### config.mk
export PLATFORM = sky130hd
export DESIGN_NAME = fwd_hazard_ctrl
export DESIGN_NICKNAME = d
export VERILOG_FILES = /design/src/rtl/fwd_hazard_ctrl.sv
export SDC_FILE = /design/constraint.sdc
export NUM_CORES = 1
export LEC_CHECK = 0
export CAP_MARGIN = 0
export CORE_MARGIN = 10
export CORE_UTILIZATION = 35
export DETAILED_ROUTE_END_ITERATION = 10
export PLACE_DENSITY = 0.71
export SLEW_MARGIN = 15
export SYNTH_ARGS = -nofsm -noshare
export SYNTH_HDL_FRONTEND = slang
export SYNTH_SLANG_ARGS = --single-unit
### constraint.sdc
create_clock -name clk -period 4.7 [get_ports clk]
set_input_delay 0.47 -clock clk [delete_from_list [all_inputs] [get_ports clk]]
set_output_delay 0.47 -clock clk [all_outputs]
set_load 0.02 [all_outputs]
### src/rtl/fwd_hazard_ctrl.sv
// -----------------------------------------------------------------------------
// fwd_hazard_ctrl
//
// Purpose:
//   This is the producer side of the operand-forwarding interface. It tracks the
//   destination register of the instructions in EX and MEM, and from that it
//   produces the forwarding selects used by the ID-stage operand mux.
//   It also detects load-use hazards. On a load-use hazard it stalls PC and
//   IF/ID for one cycle and injects a bubble into EX. A branch flush kills the
//   ID instruction. ext_stall freezes all of the tracking state.
//
// Ports:
//   clk, resetn            pipeline clock, asynchronous active-low reset
//   id_valid               ID stage holds a valid instruction
//   id_rs1, id_rs2         source register addresses of the ID instruction
//   id_rs1_used/_rs2_used  ID instruction actually reads that operand
//   id_rd, id_wen          destination of the ID instruction and its write enable
//   id_is_load             ID instruction is a load
//   flush                  taken branch resolved in EX, kill the ID instruction
//   ext_stall              memory wait, freeze the whole pipeline
//   fwd_ex_rs1/_rs2        operand takes EX_alu_result
//   fwd_mem_rs1/_rs2       operand takes MEM_dm_data
//   ld_stall               load-use hazard this cycle
//   stall_if_id            hold PC and the IF/ID register
//   bubble_ex              the ID/EX register loads a NOP
//   stall_cnt              load-use stall cycle count
//
// Build option:
//   FWD_HAZARD_PERF_EN     when this macro is defined, stall_cnt counts load-use
//                          stall cycles and wraps at 2^PERF_W. When it is not
//                          defined, stall_cnt is tied to zero.
//
// Tracked state:
//   stage | meaning
//   EX    | ex_valid, ex_rd, ex_wen, ex_load  : instruction now in EX
//   MEM   | mem_valid, mem_rd, mem_wen        : instruction now in MEM
// -----------------------------------------------------------------------------
module fwd_hazard_ctrl #(
  parameter int REG_AW = 5,
  parameter int PERF_W = 32
) (
  input  logic              clk,
  input  logic              resetn,
  input  logic              id_valid,
  input  logic [REG_AW-1:0] id_rs1,
  input  logic [REG_AW-1:0] id_rs2,
  input  logic              id_rs1_used,
  input  logic              id_rs2_used,
  input  logic [REG_AW-1:0] id_rd,
  input  logic              id_wen,
  input  logic              id_is_load,
  input  logic              flush,
  input  logic              ext_stall,
  output logic              fwd_ex_rs1,
  output logic              fwd_mem_rs1,
  output logic              fwd_ex_rs2,
  output logic              fwd_mem_rs2,
  output logic              ld_stall,
  output logic              stall_if_id,
  output logic              bubble_ex,
  output logic [PERF_W-1:0] stall_cnt
);

  logic              ex_valid;
  logic [REG_AW-1:0] ex_rd;
  logic              ex_wen;
  logic              ex_load;

  logic              mem_valid;
  logic [REG_AW-1:0] mem_rd;
  logic              mem_wen;

  logic              rs1_live;
  logic              rs2_live;
  logic              ex_hit_rs1;
  logic              ex_hit_rs2;
  logic              mem_hit_rs1;
  logic              mem_hit_rs2;
  logic              ex_accept;

  // r0 is hardwired to zero, so a producer that targets r0 never matches.
  assign ex_hit_rs1  = ex_valid  & ex_wen  & (ex_rd  == id_rs1) & (id_rs1 != '0);
  assign ex_hit_rs2  = ex_valid  & ex_wen  & (ex_rd  == id_rs2) & (id_rs2 != '0);
  assign mem_hit_rs1 = mem_valid & mem_wen & (mem_rd == id_rs1) & (id_rs1 != '0);
  assign mem_hit_rs2 = mem_valid & mem_wen & (mem_rd == id_rs2) & (id_rs2 != '0);

  assign rs1_live = id_valid & id_rs1_used;
  assign rs2_live = id_valid & id_rs2_used;

  // An EX hit masks any MEM hit, because the youngest producer wins.
  // If the EX producer is a load, its data does not exist yet, so neither
  // select fires for that operand. Instead ld_stall holds the reader for a
  // cycle, and on the next cycle the load is in MEM and is forwarded from there.
  assign fwd_ex_rs1  = rs1_live & ex_hit_rs1 & ~ex_load;
  assign fwd_ex_rs2  = rs2_live & ex_hit_rs2 & ~ex_load;
  assign fwd_mem_rs1 = rs1_live & mem_hit_rs1 & ~ex_hit_rs1;
  assign fwd_mem_rs2 = rs2_live & mem_hit_rs2 & ~ex_hit_rs2;

  // flush has priority: a killed instruction never stalls.
  assign ld_stall = id_valid & ~flush & ex_load &
                    ((rs1_live & ex_hit_rs1) | (rs2_live & ex_hit_rs2));

  assign stall_if_id = ld_stall | ext_stall;
  assign bubble_ex   = (ld_stall | flush) & ~ext_stall;

  assign ex_accept = id_valid & ~flush & ~ld_stall;

  always_ff @(posedge clk or negedge resetn) begin
    if (!resetn) begin
      ex_valid  <= 1'b0;
      ex_rd     <= '0;
      ex_wen    <= 1'b0;
      ex_load   <= 1'b0;
      mem_valid <= 1'b0;
      mem_rd    <= '0;
      mem_wen   <= 1'b0;
    end else if (!ext_stall) begin
      mem_valid <= ex_valid;
      mem_rd    <= ex_rd;
      mem_wen   <= ex_wen;
      // On a bubble the EX fields are cleared, so the NOP cannot match anything.
      ex_valid  <= ex_accept;
      ex_rd     <= ex_accept ? id_rd : '0;
      ex_wen    <= ex_accept & id_wen;
      ex_load   <= ex_accept & id_is_load;
    end
  end

`ifdef FWD_HAZARD_PERF_EN
  logic [PERF_W-1:0] stall_cnt_q;

  always_ff @(posedge clk or negedge resetn) begin
    if (!resetn) begin
      stall_cnt_q <= '0;
    end else if (ld_stall && !ext_stall) begin
      stall_cnt_q <= stall_cnt_q + 1'b1;
    end
  end

  assign stall_cnt = stall_cnt_q;
`else
  assign stall_cnt = '0;
`endif

endmodule

# Word level (Yosys, flattened, before mapping)
# Cells that the tools add are included.
[op_classes]
n_eq_ne = 4
mux = 1
reduce_logical = 2
n_bitwise = 36
[ops]
columns = ["cell", "count"]
rows = [
  ["$and 1x1->1", 27],
  ["$eq 5x5->1", 4],
  ["$reduce_bool 5->1", 2],
  ["$not 1->1", 6],
  ["$mux 5", 1],
  ["$or 1x1->1", 3],
]
[word_totals]
output_inout_bits = 39
wordCells = 50
reg_bits = 15
in_bits = 24

# Depth between registers and ports, before layout
# Gate-level depths: netlist (run 1).
[depth]
depth_word = 9
depth_mapped = 5
ltp_nobuf = 4

# Worst setup path before layout (run 1)
# No wires, ideal clock.
[synth_timing]
kind = "input-to-output"
from = "in id_rs1[0]"
to = "out ld_stall"
slack_ps = 2490
arrival_ps = 1740
t_required_ps = 4230
cell_stages = 4
path_buffers = 1
cell_sequence = "clkbuf_1 xor2_1 or4b_4 a211oi_2"
[synth_between]
elab_chain_cells = 6
elab_cells_between_ends = 7
classes_between = "eq/ne (1); bitwise (5); reduce/logical (1)"
[synth_rtl]
columns = ["element", "line", "text"]
rows = [
  ["from (decl)", "45", "input logic [REG_AW-1:0] id_rs1,"],
  ["$eq 5x5->1", "82", "assign ex_hit_rs1 = ex_valid & ex_wen & (ex_rd == id_rs1) & (id_rs1 != '0);"],
  ["$and 1x1->1", "82", ""],
  ["$and 1x1->1 *", "82", ""],
  ["$and 1x1->1 *", "101", "((rs1_live & ex_hit_rs1) | (rs2_live & ex_hit_rs2));"],
  ["$or 1x1->1 *", "101", ""],
  ["$and 1x1->1 *", "100", "assign ld_stall = id_valid & ~flush & ex_load &"],
  ["to (decl)", "58", "output logic ld_stall,"],
]
# Every way passes the cells marked *; elsewhere a longest branch is shown, timed or not.

# Worst setup path in the final report (run 1)
[layout_timing]
from = "in id_rs2[2]"
to = "out ld_stall"
[layout_between]
elab_chain_cells = 6
elab_cells_between_ends = 7
classes_between = "eq/ne (1); bitwise (5); reduce/logical (1)"
[layout_rtl]
columns = ["element", "line", "text"]
rows = [
  ["from (decl)", "46", "input logic [REG_AW-1:0] id_rs2,"],
  ["$eq 5x5->1", "83", "assign ex_hit_rs2 = ex_valid & ex_wen & (ex_rd == id_rs2) & (id_rs2 != '0);"],
  ["$and 1x1->1", "83", ""],
  ["$and 1x1->1 *", "83", ""],
  ["$and 1x1->1 *", "101", ""],
  ["$or 1x1->1 *", "101", ""],
  ["$and 1x1->1 *", "100", ""],
]
# Marks and branches as above.

==> run_summary.xml, run 1 <==
<?xml version="1.0" encoding="UTF-8"?>
<metrics>
  <group name="detailed_routing">
    <metric name="postRouteWirelength" unit="um">3085</metric>
    <metric name="drt_iter0_drc" unit="">57</metric>
    <metric name="vias" unit="">1003</metric>
    <metric name="viasPerCell" unit="">4.601</metric>
    <metric name="wl_per_cell" unit="um">14.15</metric>
    <metric name="drt_drc_violations_left" unit="">0</metric>
    <metric name="drt-pass1-iter-count" unit="">4</metric>
    <metric name="final_antenna_net_count" unit="">0</metric>
  </group>
  <group name="clock_network">
    <metric name="clk_transition_reported_paths" unit="ns">0.06</metric>
    <metric name="post-cts-setup-buffers" unit="">0</metric>
    <metric name="cts_num_sinks" unit="">15</metric>
    <metric name="cts-htree-levels" unit="">1</metric>
    <metric name="cts_max_path_buffers" unit="">2</metric>
    <metric name="ctsResizeCount" unit="">0</metric>
    <metric name="cts_tree" unit="">yes</metric>
    <metric name="clockRootBuffer" unit="">clkbuf_8</metric>
    <metric name="clk-insertion-delay-late" unit="ns">0.25</metric>
    <metric name="cts_inserted_buffers" unit="">3</metric>
    <metric name="hold_buffers" unit="">0</metric>
  </group>
  <group name="sta">
    <metric name="grt_setup_unrepaired" unit="">no</metric>
    <metric name="fin_crit" unit="ns">3.239</metric>
    <metric name="worst_hold_slack" unit="ns">0.5484</metric>
    <metric name="tightest_slew" unit="ns">0.8885</metric>
    <metric name="final_max_slew_viol_count" unit="">0</metric>
    <metric name="min_period_over_period" unit="%">68.92</metric>
    <metric name="maxSlewHeadroom" unit="%">40.55</metric>
    <metric name="timing.clock.skew" unit="ns">0.001606</metric>
    <metric name="totalNegativeSetupSlack" unit="ns">0</metric>
    <metric name="setup_slack" unit="ns">1.461</metric>
    <metric name="fmaxAchievable" unit="GHz">0.3087</metric>
    <metric name="final_hold_viol_count" unit="">0</metric>
    <metric name="setup_viols_final" unit="">0</metric>
  </group>
  <group name="cells_and_area">
    <metric name="final-instance-count-excl-fill" unit="">218</metric>
    <metric name="num_antenna_cells" unit="">0</metric>
    <metric name="final_layout_size_suffix_gt1_share" unit="%">9.412</metric>
    <metric name="final_design_area_no_fill" unit="um2">1558</metric>
    <metric name="area.growth.synth_to_final" unit="%">19.83</metric>
    <metric name="finalCoreUtilization" unit="%">42.87</metric>
    <metric name="final_nets" unit="">195</metric>
    <metric name="fillerInstances" unit="">383</metric>
  </group>
  <group name="logic_synthesis">
    <metric name="yosysSeqAreaShare" unit="%">28.87</metric>
    <metric name="synth_area" unit="um2">1300</metric>
    <metric name="synthesis.yosys.warnings" unit="">0</metric>
    <metric name="yosys_register_bits" unit="">15</metric>
    <metric name="post_synth_inst_count" unit="">142</metric>
    <metric name="postSynthAreaPerCell" unit="um2">9.155</metric>
    <metric name="yosys.cell_types.count" unit="">36</metric>
  </group>
  <group name="pwr">
    <metric name="power_density_normalized_to_cell_area" unit="nW/um2">246.8</metric>
    <metric name="fin_total_pwr" unit="mW">0.3844</metric>
    <metric name="leakage" unit="nW">0.6237</metric>
    <metric name="vdd_drop_max" unit="V">0.0001142</metric>
  </group>
  <group name="global_routing">
    <metric name="groute.usage.overall" unit="%">9.280</metric>
    <metric name="number_of_antenna_violations_at_the_first_check_in_global_routing" unit="">0</metric>
    <metric name="grt-ovfl-total" unit="">0</metric>
    <metric name="first_global_vias" unit="">1008</metric>
    <metric name="global_route_wire_length_before_repair" unit="um">4857</metric>
    <metric name="largest_net_degree_at_the_start_of_global_routing" unit="">20</metric>
  </group>
  <group name="placed_design">
    <metric name="dpl.hpwl" unit="um">2575</metric>
    <metric name="pre_cts_ws" unit="ns">1.455</metric>
    <metric name="port_buffers" unit="">30</metric>
    <metric name="finalWeightedCongestion" unit="">0.7703</metric>
    <metric name="placedCellCount" unit="">214</metric>
    <metric name="placedInstanceArea" unit="um2">1511</metric>
  </group>
  <group name="min_path">
    <metric name="hp-class" unit="">flop to flop</metric>
  </group>
  <group name="critical_path">
    <metric name="arrival" unit="ns">2.77</metric>
    <metric name="startpoint_type" unit="">input pin</metric>
    <metric name="worst-endpoint-required" unit="ns">4.23</metric>
    <metric name="critPathKind" unit="">input pin to primary output</metric>
    <metric name="worst_setup_end_kind" unit="">primary output</metric>
    <metric name="maximum_fanout_along_the_worst_path" unit="">3</metric>
  </group>
  <group name="floorplanning">
    <metric name="top_level_ports" unit="">63</metric>
    <metric name="core_area" unit="um2">3633</metric>
    <metric name="die_area" unit="um2">6552</metric>
    <metric name="fp-row-count" unit="">22</metric>
    <metric name="initial_utilization" unit="%">35.78</metric>
    <metric name="die-width" unit="um">80.95</metric>
    <metric name="chipHeight" unit="um">80.95</metric>
  </group>
  <group name="status">
    <metric name="outcome" unit="">finished clean</metric>
  </group>
  <group name="flow_run">
    <metric name="cap_viol_max_count" unit="">0</metric>
  </group>
</metrics>
[area by class of cell]
class | count | area [um2] | area share, %
inverter | 3 | 11.26 | 0.7229
sequential | 15 | 375.4 | 24.10
timing repair buffer | 30 | 300.3 | 19.28
multi-input combinational | 118 | 764.5 | 49.08
tap | 48 | 60.06 | 3.855
clock inverter | 1 | 5.005 | 0.3213
clock buffer | 3 | 41.29 | 2.651
[flip-flops by register name, indices dropped and copies added, names as in the netlist]
register,flops
mem_valid,1
ex_wen,1
ex_load,1
mem_rd,5
ex_rd,5
ex_valid,1
mem_wen,1
[layout by cell type (no fill, tap or decap), drive strengths merged]
cell type / netlist / layout
dfrtp: 15 / 15
a21oi: 1 / 1
or4b: 1 / 1
nand2b: 1 / 1
o31ai: 1 / 1
o22ai: 1 / 1
or4: 2 / 2
nand3: 2 / 2
xor2: 2 / 2
a22o: 1 / 1
or3: 2 / 2
clkdlybuf4s50: 0 / 30
nand2: 9 / 9
xnor2: 19 / 19
conb: 1 / 32
a22oi: 1 / 1
and4: 2 / 2
nor2: 7 / 7
inv: 3 / 3
clkinv: 0 / 1
o21ai: 7 / 7
a211oi: 1 / 1
a21o: 1 / 1
a32oi: 6 / 6
mux2: 7 / 7
clkbuf: 3 / 3
nor3: 1 / 1
nor4b: 1 / 1
nand4: 5 / 5
o211ai: 2 / 2
a211o: 1 / 1
a31oi: 1 / 1
a41o: 1 / 1
[metal layers]
| metal | track usage (%) | share of wire (%) | routed length, um |
|---|---|---|---|
| met1 | 10.13 | 39 | 1216 |
| met2 | 15.76 | 49 | 1522 |
| met3 | 3.422 | 9.7 | 300 |
| met4 | 4.152 | 1.5 | 46 |
| met5 | 0 | 0 | 0 |
[worst max-delay path, cell delays in order]
cell and delay (ns):
clkdlybuf4s50_1 0.54, xnor2_1 0.14, nand4_1 0.17, or4_1 0.62
a211oi_2 0.20, clkdlybuf4s50_1 0.63
[where the power goes]
group	leakage [nW]	switching, mW	total, mW	internal, mW
combinational	0.402	0.0618	0.114	0.0525
clock	0.0255	0.0489	0.108	0.0589
sequential	0.196	0.0186	0.162	0.144
[final timing paths]
check,start,endpoint,slack (ns),depth (start not counted)
setup reg to reg,ex_rd[0]$_DFFE_PN0N_,ex_rd[4]$_DFFE_PN0N_,3.10,4
setup / recovery,id_rs2[2],ld_stall,1.46,6
hold reg to reg,mem_wen$_DFFE_PN0N_,mem_wen$_DFFE_PN0N_,0.55,1
max in group asynchronous,resetn,mem_rd[3]$_DFFE_PN0N_,3.66,1
hold / removal,mem_wen$_DFFE_PN0N_,mem_wen$_DFFE_PN0N_,0.55,1
min in group asynchronous,resetn,ex_rd[4]$_DFFE_PN0N_,0.62,1
[cell families (layout without fill, tap and decap cells)]
kind of cell    Yosys count  count (layout)  share of synthesized area, %
compound gates           25              25                         14.92
other cells               1              32                        0.2885
buf+inv                  40              37                         21.27
mux                       7               7                         6.064
simple gates             33              33                         13.86
xor+xnor                 21              21                         14.73
flops                    15              15                         28.87
[synth_stat cells (all sizes together)]
| master | instances | share of area [%] |
|---|---|---|
| nand3 | 2 | 0.77 |
| a32oi | 6 | 4.0 |
| buf | 33 | 19 |
| and4 | 2 | 1.3 |
| mux2 | 7 | 6.1 |
| xnor2 | 19 | 13 |
| a21o | 1 | 0.58 |
| o21ai | 7 | 2.7 |
| a211o | 1 | 0.67 |
| nand2 | 9 | 2.6 |
| nor3 | 1 | 0.38 |
| nand2b | 1 | 0.48 |
| nor2 | 7 | 2.0 |
| a211oi | 1 | 0.96 |
| nor4b | 1 | 0.67 |
| a22oi | 1 | 0.58 |
| conb | 1 | 0.29 |
| dfrtp | 15 | 29 |
| a21oi | 1 | 0.38 |
| or3 | 2 | 0.96 |
| or4b | 1 | 1.1 |
| o31ai | 1 | 0.58 |
| nand4 | 5 | 2.4 |
| xor2 | 2 | 1.3 |
| a22o | 1 | 0.67 |
| a31oi | 1 | 0.48 |
| o211ai | 2 | 1.5 |
| a41o | 1 | 0.77 |
| clkbuf | 3 | 0.87 |
| o22ai | 1 | 0.96 |
| or4 | 2 | 1.2 |
| dlygate4sd1 | 1 | 0.67 |
| inv | 3 | 0.87 |
(Power assumes the default switching activity.)
==> run 2: changes to the inputs <==
==> constraint.sdc (replaced) <==
create_clock -name clk -period 3.4 [get_ports clk]
set_input_delay 0.34 -clock clk [delete_from_list [all_inputs] [get_ports clk]]
set_output_delay 0.34 -clock clk [all_outputs]
set_load 0.02 [all_outputs]
==> run_summary.xml, run 2 (synthesized netlist as in run 1, its figures left out) <==
<?xml version="1.0" encoding="UTF-8"?>
<metrics>
  <group name="status">
    <metric name="outcome" unit="">finished clean</metric>
  </group>
  <group name="sta">
    <metric name="setup_viols_final" unit="">0</metric>
    <metric name="final_max_slew_viol_count" unit="">0</metric>
    <metric name="fmaxAchievable" unit="GHz">0.3372</metric>
    <metric name="worst_hold_slack" unit="ns">0.5100</metric>
    <metric name="tightest_slew" unit="ns">0.6891</metric>
    <metric name="timing.clock.skew" unit="ns">0.001685</metric>
    <metric name="min_period_over_period" unit="%">87.21</metric>
    <metric name="maxSlewHeadroom" unit="%">53.92</metric>
    <metric name="final_hold_viol_count" unit="">0</metric>
    <metric name="setup_slack" unit="ns">0.4347</metric>
    <metric name="grt_setup_unrepaired" unit="">no</metric>
    <metric name="totalNegativeSetupSlack" unit="ns">0</metric>
    <metric name="fin_crit" unit="ns">2.965</metric>
  </group>
  <group name="cells_and_area">
    <metric name="num_antenna_cells" unit="">0</metric>
    <metric name="final_common_cell" unit="">conb_1</metric>
    <metric name="finalCoreUtilization" unit="%">43.25</metric>
    <metric name="final_layout_size_suffix_gt1_share" unit="%">9.884</metric>
    <metric name="area.growth.synth_to_final" unit="%">20.89</metric>
    <metric name="top_registers" unit="">ex_rd (5), mem_rd (5)</metric>
    <metric name="layout_common_cells" unit="">conb_1 (32), clkdlybuf4s50_1 (30), xnor2_1 (18)</metric>
    <metric name="final-instance-count-excl-fill" unit="">220</metric>
    <metric name="final_design_area_no_fill" unit="um2">1572</metric>
    <metric name="final_nets" unit="">197</metric>
  </group>
  <group name="placed_design">
    <metric name="placedCellCount" unit="">216</metric>
    <metric name="port_buffers" unit="">30</metric>
    <metric name="finalWeightedCongestion" unit="">0.7616</metric>
    <metric name="pre_cts_ws" unit="ns">0.4061</metric>
    <metric name="placedInstanceArea" unit="um2">1526</metric>
    <metric name="dpl.hpwl" unit="um">2661</metric>
  </group>
  <group name="floorplanning">
    <metric name="fp-row-count" unit="">22</metric>
    <metric name="initial_utilization" unit="%">35.78</metric>
    <metric name="die_area" unit="um2">6552</metric>
    <metric name="die-width" unit="um">80.95</metric>
    <metric name="top_level_ports" unit="">63</metric>
    <metric name="chipHeight" unit="um">80.95</metric>
    <metric name="core_area" unit="um2">3633</metric>
  </group>
  <group name="clock_network">
    <metric name="cts_inserted_buffers" unit="">3</metric>
    <metric name="clockRootBuffer" unit="">clkbuf_8</metric>
    <metric name="ctsResizeCount" unit="">0</metric>
    <metric name="cts_num_sinks" unit="">15</metric>
    <metric name="cts_tree" unit="">yes</metric>
    <metric name="post-cts-setup-buffers" unit="">0</metric>
    <metric name="hold_buffers" unit="">0</metric>
    <metric name="clk-insertion-delay-late" unit="ns">0.25</metric>
    <metric name="cts-htree-levels" unit="">1</metric>
    <metric name="clk_transition_reported_paths" unit="ns">0.06</metric>
    <metric name="cts_max_path_buffers" unit="">2</metric>
  </group>
  <group name="pwr">
    <metric name="fin_total_pwr" unit="mW">0.5282</metric>
    <metric name="leakage" unit="nW">0.6310</metric>
    <metric name="power_density_normalized_to_cell_area" unit="nW/um2">336.1</metric>
    <metric name="vdd_drop_max" unit="V">0.0001592</metric>
  </group>
  <group name="global_routing">
    <metric name="global_route_wire_length_before_repair" unit="um">5147</metric>
    <metric name="grt-ovfl-total" unit="">0</metric>
    <metric name="first_global_vias" unit="">1028</metric>
    <metric name="groute.usage.overall" unit="%">9.772</metric>
    <metric name="largest_net_degree_at_the_start_of_global_routing" unit="">16</metric>
    <metric name="number_of_antenna_violations_at_the_first_check_in_global_routing" unit="">0</metric>
  </group>
  <group name="detailed_routing">
    <metric name="vias" unit="">1023</metric>
    <metric name="top_signal_layer_used" unit="">met4</metric>
    <metric name="met3RoutedLength" unit="um">292</metric>
    <metric name="drt-met1-wl" unit="um">1335</metric>
    <metric name="wl_per_cell" unit="um">14.77</metric>
    <metric name="drt_drc_violations_left" unit="">0</metric>
    <metric name="postRouteWirelength" unit="um">3249</metric>
    <metric name="drt-pass1-iter-count" unit="">4</metric>
    <metric name="final_antenna_net_count" unit="">0</metric>
    <metric name="viasPerCell" unit="">4.650</metric>
    <metric name="routed-wl-met2" unit="um">1596</metric>
    <metric name="drt_iter0_drc" unit="">46</metric>
  </group>
  <group name="critical_path">
    <metric name="cp_common_cell" unit="">clkdlybuf4s50_1</metric>
    <metric name="cpLargestDelayFamily" unit="">buffers and inverters</metric>
    <metric name="maximum_fanout_along_the_worst_path" unit="">10</metric>
    <metric name="worst_setup_end_kind" unit="">primary output</metric>
    <metric name="critPathSlowestCell" unit="">or4_1</metric>
    <metric name="arrival" unit="ns">2.63</metric>
    <metric name="critical-path-max-stage-delay" unit="ns">0.61</metric>
    <metric name="path_buf_inv" unit="">2</metric>
    <metric name="cell_chain_of_the_critical_path" unit="">clkdlybuf4s50_1 -&gt; or4_1 -&gt; o211ai_2 -&gt; o22ai_2 -&gt; a41o_1 -&gt; clkdlybuf4s50_1</metric>
    <metric name="critPathKind" unit="">input pin to primary output</metric>
    <metric name="startpoint_type" unit="">input pin</metric>
    <metric name="worst-endpoint-required" unit="ns">3.06</metric>
  </group>
  <group name="min_path">
    <metric name="hp-class" unit="">input pin to async pin</metric>
  </group>
  <group name="flow_run">
    <metric name="cap_viol_max_count" unit="">0</metric>
  </group>
</metrics>
[run 2: cell types whose count changed in the layout (fill, tap and decap cells not counted)]
cell      change
buf_4         +2
clkbuf_1      +1
clkinv_2      -1
[run 2: area by class of cell]
| cell class | count | area [um2] |
|---|---|---|
| clock buffer | 4 | 45.04 |
| sequential | 15 | 375.4 |
| timing repair buffer | 32 | 315.3 |
| multi-input combinational | 118 | 764.5 |
| inverter | 3 | 11.26 |
| tap | 48 | 60.06 |
| fill | 375 | 2062 |
[run 2: final timing paths]
check | startpoint | endpoint | slack, ns | depth (start not counted)
max reg2reg | ex_rd[0]$_DFFE_PN0N_ | ex_rd[3]$_DFFE_PN0N_ | 1.79 | 4
min | resetn | ex_rd[1]$_DFFE_PN0N_ | 0.51 | 1
max | id_rs1[1] | stall_if_id | 0.43 | 6
min in group clk | mem_valid$_DFFE_PN0N_ | mem_valid$_DFFE_PN0N_ | 0.55 | 1
max in group asynchronous | resetn | mem_valid$_DFFE_PN0N_ | 2.45 | 1
min reg2reg | mem_valid$_DFFE_PN0N_ | mem_valid$_DFFE_PN0N_ | 0.55 | 1
[run 2: worst register-to-register path, stage by stage, from the launching register on]
cell and delay [ns]:
dfrtp_1 0.45, xor2_1 0.21, a211o_1 0.25, o22ai_2 0.40, o21ai_0 0.17
[run 2: where the power goes]
| group | internal [mW] | leakage, nW | switching [mW] |
|---|---|---|---|
| registers | 0.199 | 0.196 | 0.0261 |
| logic | 0.0739 | 0.413 | 0.0871 |
| clock network | 0.0830 | 0.0228 | 0.0592 |
[run 2: metal layers]
layer	GRT usage, %	vias to the layer above
met5	0	-
met3	3.532	3
met2	17.36	35
met1	10.76	484
li1	-	501
met4	2.595	0
==> run 3: changes to the inputs <==
--- a/config.mk
+++ b/config.mk
@@ -7,9 +7,8 @@
 export LEC_CHECK = 0
 export CAP_MARGIN = 0
 export CORE_MARGIN = 10
-export CORE_UTILIZATION = 35
+export CORE_UTILIZATION = 25
 export DETAILED_ROUTE_END_ITERATION = 10
-export PLACE_DENSITY = 0.71
 export SLEW_MARGIN = 15
 export SYNTH_ARGS = -nofsm -noshare
 export SYNTH_HDL_FRONTEND = slang
==> run_summary.xml, run 3 (synthesized netlist as in run 1, its figures left out) <==
<?xml version="1.0" encoding="UTF-8"?>
<metrics>
  <group name="status">
    <metric name="outcome" unit="">finished clean</metric>
  </group>
  <group name="critical_path">
    <metric name="reg2reg_to" unit="">ex_rd[4]$_DFFE_PN0N_</metric>
    <metric name="cell_chain_of_the_critical_path" unit="">clkdlybuf4s50_1 -&gt; xnor2_1 -&gt; and4_1 -&gt; or4b_4 -&gt; a211oi_2 -&gt; clkdlybuf4s50_1</metric>
    <metric name="path_buf_inv" unit="">2</metric>
    <metric name="worst-endpoint-required" unit="ns">3.06</metric>
    <metric name="cpLargestDelayFamily" unit="">buffers and inverters</metric>
    <metric name="critical-path-max-stage-delay" unit="ns">0.64</metric>
    <metric name="critPathKind" unit="">input pin to primary output</metric>
    <metric name="startpoint_type" unit="">input pin</metric>
    <metric name="setup.reg_to_reg.worst_slack" unit="ns">1.74</metric>
    <metric name="critPathSlowestCell" unit="">clkdlybuf4s50_1</metric>
    <metric name="arrival" unit="ns">2.68</metric>
    <metric name="cp_common_cell" unit="">clkdlybuf4s50_1</metric>
    <metric name="critical_path_depth" unit="">6</metric>
    <metric name="maximum_fanout_along_the_worst_path" unit="">3</metric>
    <metric name="timing.rr.start" unit="">ex_rd[0]$_DFFE_PN0N_</metric>
    <metric name="worst_setup_end_kind" unit="">primary output</metric>
    <metric name="worst-r2r-cell-count" unit="">4</metric>
  </group>
  <group name="floorplanning">
    <metric name="core_area" unit="um2">5075</metric>
    <metric name="chipHeight" unit="um">92.11</metric>
    <metric name="die_area" unit="um2">8484</metric>
    <metric name="top_level_ports" unit="">63</metric>
    <metric name="die-width" unit="um">92.11</metric>
    <metric name="initial_utilization" unit="%">25.62</metric>
    <metric name="fp-row-count" unit="">26</metric>
  </group>
  <group name="placed_design">
    <metric name="placedInstanceArea" unit="um2">1554</metric>
    <metric name="port_buffers" unit="">30</metric>
    <metric name="finalWeightedCongestion" unit="">0.7795</metric>
    <metric name="dpl.hpwl" unit="um">2915</metric>
    <metric name="placedCellCount" unit="">238</metric>
  </group>
  <group name="detailed_routing">
    <metric name="vias" unit="">1019</metric>
    <metric name="drt_drc_violations_left" unit="">0</metric>
    <metric name="drt-pass1-iter-count" unit="">4</metric>
    <metric name="postRouteWirelength" unit="um">3438</metric>
    <metric name="drt_iter0_drc" unit="">49</metric>
    <metric name="wl_per_cell" unit="um">14.21</metric>
    <metric name="viasPerCell" unit="">4.211</metric>
    <metric name="final_antenna_net_count" unit="">0</metric>
  </group>
  <group name="clock_network">
    <metric name="cts_inserted_buffers" unit="">3</metric>
    <metric name="cts_num_sinks" unit="">15</metric>
    <metric name="clk-insertion-delay-late" unit="ns">0.24</metric>
    <metric name="post-cts-setup-buffers" unit="">0</metric>
    <metric name="clk_transition_reported_paths" unit="ns">0.06</metric>
    <metric name="cts_max_path_buffers" unit="">2</metric>
    <metric name="ctsResizeCount" unit="">0</metric>
    <metric name="clockRootBuffer" unit="">clkbuf_8</metric>
    <metric name="hold_buffers" unit="">0</metric>
    <metric name="cts-htree-levels" unit="">1</metric>
    <metric name="cts_tree" unit="">yes</metric>
  </group>
  <group name="sta">
    <metric name="fin_crit" unit="ns">3.015</metric>
    <metric name="timing.clock.skew" unit="ns">0.005317</metric>
    <metric name="setup_viols_final" unit="">0</metric>
    <metric name="maxSlewHeadroom" unit="%">56.22</metric>
    <metric name="min_period_over_period" unit="%">88.68</metric>
    <metric name="final_hold_viol_count" unit="">0</metric>
    <metric name="tightest_slew" unit="ns">0.6547</metric>
    <metric name="grt_setup_unrepaired" unit="">no</metric>
    <metric name="fmaxAchievable" unit="GHz">0.3317</metric>
    <metric name="totalNegativeSetupSlack" unit="ns">0</metric>
    <metric name="final_max_slew_viol_count" unit="">0</metric>
  </group>
  <group name="min_path">
    <metric name="hp-class" unit="">input pin to async pin</metric>
  </group>
  <group name="cells_and_area">
    <metric name="final_common_cell" unit="">conb_1</metric>
    <metric name="area.growth.synth_to_final" unit="%">23.10</metric>
    <metric name="final_layout_size_suffix_gt1_share" unit="%">10.47</metric>
    <metric name="layout_common_cells" unit="">conb_1 (32), clkdlybuf4s50_1 (30), xnor2_1 (18)</metric>
    <metric name="final_nets" unit="">197</metric>
    <metric name="final-instance-count-excl-fill" unit="">242</metric>
    <metric name="final_design_area_no_fill" unit="um2">1600</metric>
    <metric name="fillerInstances" unit="">580</metric>
    <metric name="top_registers" unit="">ex_rd (5), mem_rd (5)</metric>
    <metric name="num_antenna_cells" unit="">0</metric>
  </group>
  <group name="global_routing">
    <metric name="largest_net_degree_at_the_start_of_global_routing" unit="">17</metric>
    <metric name="groute.usage.overall" unit="%">8.271</metric>
    <metric name="grt-ovfl-total" unit="">0</metric>
    <metric name="global_route_wire_length_before_repair" unit="um">5865</metric>
    <metric name="first_global_vias" unit="">1190</metric>
    <metric name="number_of_antenna_violations_at_the_first_check_in_global_routing" unit="">0</metric>
  </group>
  <group name="pwr">
    <metric name="leakage" unit="nW">0.6338</metric>
    <metric name="power_density_normalized_to_cell_area" unit="nW/um2">330.7</metric>
    <metric name="vdd_drop_max" unit="V">0.0001746</metric>
  </group>
  <group name="flow_run">
    <metric name="cap_viol_max_count" unit="">0</metric>
  </group>
</metrics>
-- run 3: cell types whose count changed in the layout (fill, tap and decap cells not counted) --
cell	delta
clkbuf_1	-1
clkinv_2	+1
-- run 3: power by group --
group | internal (mW) | switching, mW
Sequential | 0.199 | 0.0274
Combinational | 0.0739 | 0.0877
Clock | 0.0809 | 0.0606
-- run 3: per-layer routing --
layer | wire length (um) | vias to the layer above | track usage (%)
met4 | 15 | 0 | 2.314
li1 | - | 499 | -
met3 | 288 | 2 | 2.771
met5 | 0 | - | 0
met2 | 1638 | 43 | 14.00
met1 | 1495 | 475 | 9.699
-- run 3: metrics by stage --
step / util [%] / hold WS, ns / worst slack (ns) / power (mW)
floorplan: - / 0.04441 / 1.363 / 0.3580
global placement: 30.62 / 0.5322 / 0.3984 / 0.3867
detailed placement: 30.62 / 0.5373 / 0.3723 / 0.3901
CTS: 31.53 / 0.5270 / 0.3623 / 0.5319
global route: 31.53 / 0.5609 / 0.2312 / 0.5650
finish: 31.53 / 0.4963 / 0.3848 / 0.5291
-- run 3: worst max path at each step --
stage | start | endpoint
detailed placement | id_rs2[2] | ld_stall
CTS | id_rs2[2] | ld_stall
global placement | id_rs2[1] | ld_stall
global route | id_rs2[2] | ld_stall
finish | id_rs1[1] | ld_stall
floorplan | ex_rd[1]$_DFFE_PN0N_ | ld_stall
-- run 3: final cells by class --
type	count	area, um2	area share (%)
clock inverters	1	5.005	0.3127
clock buffers	3	41.29	2.580
well taps	70	87.58	5.473
repair buffers	32	315.3	19.70
flip-flops and latches	15	375.4	23.46
inverters	3	11.26	0.7037
multi-input cells	118	764.5	47.77
-- run 3: worst register-to-register path, stage by stage (launching register included) --
cell and delay [ns]:
dfrtp_1 0.47, xor2_1 0.21, a211o_1 0.25, o22ai_2 0.40
o21ai_0 0.19
